--- src/rtl/slp_bool_weight_bank_pkg.sv ---
// Shared types for the boolean-input single-layer perceptron weight bank:
// weight-precision configuration record and controller state encoding.
package slp_bool_weight_bank_pkg;

  typedef struct packed {
    int unsigned n_in;
    int unsigned w_prec;
  } dconf_t;

  localparam dconf_t DCONF_DEFAULT = '{n_in: 32'd8, w_prec: 32'd8};

  typedef enum logic [1:0] {
    ST_IDLE = 2'd0,
    ST_ACC  = 2'd1,
    ST_RESP = 2'd2,
    ST_UPD  = 2'd3
  } state_e;

endpackage

--- src/rtl/slp_bool_weight_bank_calc.sv ---
// Single-weight update rule, time-shared across all indices of the bank.
// Agreement between input and target pushes the weight up, disagreement down.
module slp_calc_bool_weight
  import slp_bool_weight_bank_pkg::*;
#(
  parameter int W_PREC = int'(DCONF_DEFAULT.w_prec)
) (
  input  logic                     in_bit,
  input  logic                     target,
  input  logic signed [W_PREC-1:0] w_in,
  output logic signed [W_PREC-1:0] w_out
);

  localparam logic signed [W_PREC-1:0] W_MAX  = {1'b0, {(W_PREC-1){1'b1}}};
  localparam logic signed [W_PREC-1:0] W_ZERO = {W_PREC{1'b0}};
  localparam logic signed [W_PREC-1:0] W_ONE  = {{(W_PREC-1){1'b0}}, 1'b1};

  // Saturating increment on agreement, floor-at-zero decrement otherwise.
  always_comb begin
    w_out = w_in;
    if (in_bit ~^ target) begin
      if (w_in < W_MAX) begin
        w_out = w_in + W_ONE;
      end else begin
        w_out = w_in;
      end
    end else begin
      if (w_in > W_ZERO) begin
        w_out = w_in - W_ONE;
      end else begin
        w_out = w_in;
      end
    end
  end

endmodule

--- src/rtl/slp_bool_weight_bank.sv ---
// Boolean-input perceptron: serial dot product over N_IN inputs plus bias,
// handshaked result, and optional serial weight update on misclassification.
module slp_bool_weight_bank
  import slp_bool_weight_bank_pkg::*;
#(
  parameter int N_IN   = int'(DCONF_DEFAULT.n_in),
  parameter int W_PREC = int'(DCONF_DEFAULT.w_prec)
) (
  input  logic                          clk,
  input  logic                          reset_,
  input  logic                          in_valid,
  output logic                          in_ready,
  input  logic [N_IN-1:0]               in_vec,
  input  logic                          target,
  input  logic                          train,
  output logic                          out_valid,
  input  logic                          out_ready,
  output logic                          out_result,
  output logic                          out_error,
  input  logic [$clog2(N_IN+1)-1:0]     rd_idx,
  output logic signed [W_PREC-1:0]      rd_weight
);

  localparam int IW = $clog2(N_IN + 1);
  localparam int AW = W_PREC + IW + 1;
  localparam logic [IW-1:0] LAST_IDX = IW'(N_IN);
  localparam logic [IW-1:0] IDX_ONE  = IW'(1);

  state_e                   state_q, state_d;
  logic [IW-1:0]            idx_q, idx_d;
  logic signed [AW-1:0]     acc_q, acc_d;
  logic [N_IN-1:0]          vec_q, vec_d;
  logic                     tgt_q, tgt_d;
  logic                     trn_q, trn_d;
  logic                     in_ready_q, in_ready_d;
  logic                     out_valid_q, out_valid_d;
  logic                     out_result_q, out_result_d;
  logic                     out_error_q, out_error_d;
  logic signed [W_PREC-1:0] w_q [N_IN+1];
  logic signed [W_PREC-1:0] w_d [N_IN+1];

  logic [N_IN:0]            x_vec;
  logic                     x_bit;
  logic signed [W_PREC-1:0] w_sel;
  logic signed [AW-1:0]     w_ext;
  logic signed [W_PREC-1:0] w_upd;

  // The bias sits at index N_IN with a constant +1 input.
  assign x_vec = {1'b1, vec_q};
  assign x_bit = x_vec[idx_q];
  assign w_sel = w_q[idx_q];
  assign w_ext = {{(AW-W_PREC){w_sel[W_PREC-1]}}, w_sel};

  slp_calc_bool_weight #(.W_PREC(W_PREC)) u_calc (
    .in_bit (x_bit),
    .target (tgt_q),
    .w_in   (w_sel),
    .w_out  (w_upd)
  );

  // Next-state and datapath decode for the IDLE/ACC/RESP/UPD controller.
  always_comb begin
    state_d      = state_q;
    idx_d        = idx_q;
    acc_d        = acc_q;
    vec_d        = vec_q;
    tgt_d        = tgt_q;
    trn_d        = trn_q;
    out_valid_d  = out_valid_q;
    out_result_d = out_result_q;
    out_error_d  = out_error_q;
    w_d          = w_q;
    case (state_q)
      ST_IDLE: begin
        if (in_valid) begin
          vec_d   = in_vec;
          tgt_d   = target;
          trn_d   = train;
          acc_d   = '0;
          idx_d   = '0;
          state_d = ST_ACC;
        end else begin
          state_d = ST_IDLE;
        end
      end
      ST_ACC: begin
        if (x_bit) begin
          acc_d = acc_q + w_ext;
        end else begin
          acc_d = acc_q - w_ext;
        end
        if (idx_q == LAST_IDX) begin
          idx_d        = '0;
          out_valid_d  = 1'b1;
          out_result_d = ~acc_d[AW-1];
          out_error_d  = ~acc_d[AW-1] ^ tgt_q;
          state_d      = ST_RESP;
        end else begin
          idx_d = idx_q + IDX_ONE;
        end
      end
      ST_RESP: begin
        if (out_ready) begin
          out_valid_d = 1'b0;
          idx_d       = '0;
          state_d     = (trn_q && out_error_q) ? ST_UPD : ST_IDLE;
        end else begin
          state_d = ST_RESP;
        end
      end
      ST_UPD: begin
        w_d[idx_q] = w_upd;
        if (idx_q == LAST_IDX) begin
          idx_d   = '0;
          state_d = ST_IDLE;
        end else begin
          idx_d = idx_q + IDX_ONE;
        end
      end
      default: begin
        state_d     = ST_IDLE;
        out_valid_d = 1'b0;
      end
    endcase
    in_ready_d = (state_d == ST_IDLE);
  end

  // State, datapath and weight registers with synchronous active-low reset.
  always_ff @(posedge clk) begin
    if (!reset_) begin
      state_q      <= ST_IDLE;
      idx_q        <= '0;
      acc_q        <= '0;
      vec_q        <= '0;
      tgt_q        <= 1'b0;
      trn_q        <= 1'b0;
      in_ready_q   <= 1'b1;
      out_valid_q  <= 1'b0;
      out_result_q <= 1'b0;
      out_error_q  <= 1'b0;
      for (int i = 0; i <= N_IN; i++) begin
        w_q[i] <= '0;
      end
    end else begin
      state_q      <= state_d;
      idx_q        <= idx_d;
      acc_q        <= acc_d;
      vec_q        <= vec_d;
      tgt_q        <= tgt_d;
      trn_q        <= trn_d;
      in_ready_q   <= in_ready_d;
      out_valid_q  <= out_valid_d;
      out_result_q <= out_result_d;
      out_error_q  <= out_error_d;
      w_q          <= w_d;
    end
  end

  assign in_ready   = in_ready_q;
  assign out_valid  = out_valid_q;
  assign out_result = out_result_q;
  assign out_error  = out_error_q;

  // Combinational weight readout; indices past the bias read as zero.
  always_comb begin
    if (rd_idx <= LAST_IDX) begin
      rd_weight = w_q[rd_idx];
    end else begin
      rd_weight = '0;
    end
  end

endmodule
--- config.mk ---
export PLATFORM = sky130hd
export DESIGN_NAME = slp_bool_weight_bank
export DESIGN_NICKNAME = d
export VERILOG_FILES = /design/src/rtl/slp_bool_weight_bank_pkg.sv /design/src/rtl/slp_bool_weight_bank_calc.sv /design/src/rtl/slp_bool_weight_bank.sv
export SDC_FILE = /design/constraint.sdc
export NUM_CORES = 1
export LEC_CHECK = 0
export CAP_MARGIN = 20
export CORE_ASPECT_RATIO = 1.75
export CORE_MARGIN = 2
export CORE_UTILIZATION = 49
export DETAILED_ROUTE_END_ITERATION = 12
export HOLD_SLACK_MARGIN = 0.06
export PLACE_DENSITY = 0.69
export SLEW_MARGIN = 10
export SYNTH_ARGS = -nofsm -noshare
export SYNTH_HDL_FRONTEND = slang
export SYNTH_SLANG_ARGS = --single-unit
export TNS_END_PERCENT = 20
--- constraint.sdc ---
create_clock -name clk -period 4.4 [get_ports clk]
set_clock_uncertainty 0.2 [all_clocks]
set_input_delay 0.66 -clock clk [delete_from_list [all_inputs] [get_ports clk]]
set_output_delay 0.66 -clock clk [all_outputs]
set_load 0.01 [all_outputs]
==> results.tsv <==
stage	metric	value	unit
critical_path	max_stage_delay	620	ps
critical_path	worst-path-buf-inv	2	
routing	first_pass_iters	7	
critical_path	crit_family	compound AO/OA/AOI/OAI gates	
global_routing	grt_pass1_vias	6037	
floorplanning	die_width	90.6	um
critical_path	crit_path_top_delay_cell	or4b_2	
logic_synthesis	yosys.area.top_type_share	32.7	%
power	p_per_area	320	mW/mm2
power	pwr-share-comb	24.9	%
timing	post-route-period-util	97.0	%
clock_network	cts-root-buf	clkbuf_16	
logic_synthesis	syn_inst	757	
logic_synthesis	synth_edf_count	0	
critical_path	worstPathRequired	4480	ps
power	p_sw	0.760	mW
clock_network	cts_sinks	105	
clock_network	cts_tree	yes	
power	p_clk_share	33.4	%
run_status	outcome	finished clean	
critical_path	r2r-start	idx_q[2]	
floorplanning	coreArea	0.0129	mm2
routing	wl_per_cell	20.0	um
cells_and_area	num_antenna_cells	0	
cells_and_area	final_util	57.8	%
critical_path	ff2ff_path_depth	16	
floorplanning	pin_count	30	
cells_and_area	fin_cells	972	
critical_path	cp_cell_sequence	buf_4, mux2i_2, o221ai_1, a222oi_1, buf_4, and2_1, nand3_1, ha_1, o21ai_0, ha_1, nand3_1, a21oi_2, o31ai_2, or4b_2, a21o_1, o211ai_1	
critical_path	arrival	4340	ps
logic_synthesis	avgSynthCellArea	8.50	um2
timing	clock.fmax	0.234	GHz
logic_synthesis	ys_top_cells_by_count	dfxtp_1 (105), o21ai_0 (79), nand3_1 (73)	
routing	vias	6112	
floorplanning	die-area	0.0141	mm2
critical_path	end_kind	flop	
routing	ant_nets	0	
power	vdd_drop_max	0.000185	V
worst_hold_path	hold_class	flop to flop	
placed_design	dp.cells	954	
global_routing	antenna_found_initial	0	
routing	drt_first_iter_violations	408	
worst_hold_path	min_to	vec_q[7]	
critical_path	r2r-end	out_error	
timing	finalHoldViolations	0	
clock_network	h-tree-depth	3	
cells_and_area	drive_gt1_share	15.2	%
power	p_int	1.62	mW
logic_synthesis	seq_area_frac_synth	32.7	%
power	seq_power_share	41.7	%
worst_hold_path	holdCritStartpoint	vec_q[7]	
clock_network	cts_hold_buffers	0	
logic_synthesis	yosys.area.top_type	dfxtp_1	
placed_design	port_buffers	29	
global_routing	grtUsageTotal	27.6	%
logic_synthesis	yosysMostFrequentCell	dfxtp_1	
critical_path	crit_type	flop to flop	
cells_and_area	fin_nets	835	
clock_network	clock_path_buffers	2	
cells_and_area	area_growth	15.5	%
critical_path	rrSetupSlack	130	ps
logic_synthesis	synth_area_leaders	dfxtp_1 (33%), mux2i_1 (7.0%), o21ai_0 (6.1%), nand3_1 (5.7%), mux4_2 (5.6%)	
power	p_leak	2.66	nW
logic_synthesis	synthesis.nets	796	
power	swShare	32.0	%
power	total_power	2.38	mW
clock_network	insertion_delay	360	ps
logic_synthesis	syn_area	0.00644	mm2
logic_synthesis	yosysWarnings	0	
clock_network	cts_buffers	9	
logic_synthesis	synth_cell_types	76	
global_routing	grt_pass1_wl	31200	um
logic_synthesis	ys_ff_latch	105	
routing	drc	0	
routing	vias_per_cell	6.29	
critical_path	crit_start	idx_q[2]	
global_routing	grt-ovfl-total	0	
placed_design	hpwl	14400	um
timing	max_slew_margin	46.7	%
worst_hold_path	hold_depth	2	
floorplanning	initial_utilization	50.0	%
floorplanning	rows	55	
placed_design	place_congestion	0.987	
global_routing	grt_max_degree	75	
floorplanning	dieHeight	156	um
logic_synthesis	async_reset_ff_share	0	%
critical_path	crit_path_max_fanout	8	
routing	drt-total-wl	19500	um
job	cap_violations	0	
timing	final-max-slew-violation-count	0	
clock_network	clk_pin_slew	80	ps
timing	tightest_slew	798	ps
timing	setup_viol	0	
critical_path	crit_path_start_kind	flop	
logic_synthesis	synthFlopType	dfxtp_1	
timing	fin_crit	4270	ps
cell usage in the layout, fill, tap and decap left out, types with 6 or more instances in the layout:
cell type	n
ha_1	20
xnor2_1	14
a21oi_1	64
mux2i_1	44
o21ai_0	79
o221ai_1	12
buf_4	49
a21o_1	6
and2_1	6
mux4_2	16
a31oi_1	12
dfxtp_1	102
clkdlybuf4s50_1	28
nand2_1	71
clkbuf_16	10
nor2_1	41
nand4_1	6
inv_1	11
nand3_1	73
o31ai_1	10
or3_1	15
nor2b_1	6
metal layers:
layer / global-route usage, % / wire length [um] / up-vias / part of all wire (%)
met4: 12.9 / 996 / 0 / 5.1
li1: - / - / 2899 / -
met3: 3.29 / 755 / 59 / 3.9
met2: 52.1 / 10300 / 207 / 53
met1: 30.4 / 7420 / 2947 / 38
met5: 0 / 0 / - / 0
timing repair:
item	CTS	global route
hold endpoints to repair	0	0
pin swaps	0	5
buffers inserted	0	1
setup endpoints to repair	1	3
gates cloned	0	1
resized for setup	3	12
kinds of logic (layout without fill, tap and decap cells):
kind of cell	count (synthesis)	count (layout)	synth area share, %
xor+xnor	19	19	2.82
mux	61	61	12.6
buf+inv	64	108	4.68
simple gates	259	259	20.3
compound gates	228	228	22.7
fa+ha+maj	21	21	4.20
flops	105	105	32.7
worst max-delay path by stage:
stage               depth (start not counted)  slack, ps   endpoint
floorplan                                  18         60  out_error
global placement                           15        -20  out_error
detailed placement                         15        -40  out_error
CTS                                        18         70  out_error
global route                               16        -40  out_error
finish                                     16        130  out_error
layout make-up:
class,count,area [um2]
flip-flops and latches,105,2110
repair buffers,80,698
clock buffers,9,225
clock inverters,7,63.8
multi-input cells,588,4080
inverters,12,45.0
fillers,1198,5430
well taps,171,214
per-stage QoR:
stage	hold WS [ps]	worst slack (ps)	TNS [ps]	instance area [um2]
final	260	133	0	7440
after global routing	280	-37.4	-37.4	7440
after CTS	261	67.8	0	7360
after detailed placement	250	-43.4	-43.4	7060
after global placement	245	-17.3	-17.3	7060
after floorplan	236	61.8	0	6440
power groups by stage:
| stage | Combinational (mW) | Sequential, mW | Clock (mW) |
|---|---|---|---|
| 6_report | 0.593 | 0.992 | 0.795 |
| 5_1_grt | 0.643 | 0.995 | 0.838 |
| 3_3_place_gp | 0.558 | 1.01 | 0 |
| 4_1_cts | 0.578 | 0.991 | 0.800 |
| 3_5_place_dp | 0.572 | 1.01 | 0 |
| 2_1_floorplan | 0.407 | 1.01 | 0 |
registers in the layout, indices dropped and copies added (netlist names):
name / flops
out_error: 1
vec_q: 8
acc_q: 13
idx_q: 4
state_q: 2
trn_q: 1
out_valid: 1
w_q: 72
out_result: 1
tgt_q: 1
in_ready: 1
worst min-delay path, cell delays in order, from the launching register on:
cell	delay [ps]
dfxtp_1	320
nand2_1	50
a21oi_1	50
Power figures use the tool's default switching activity.
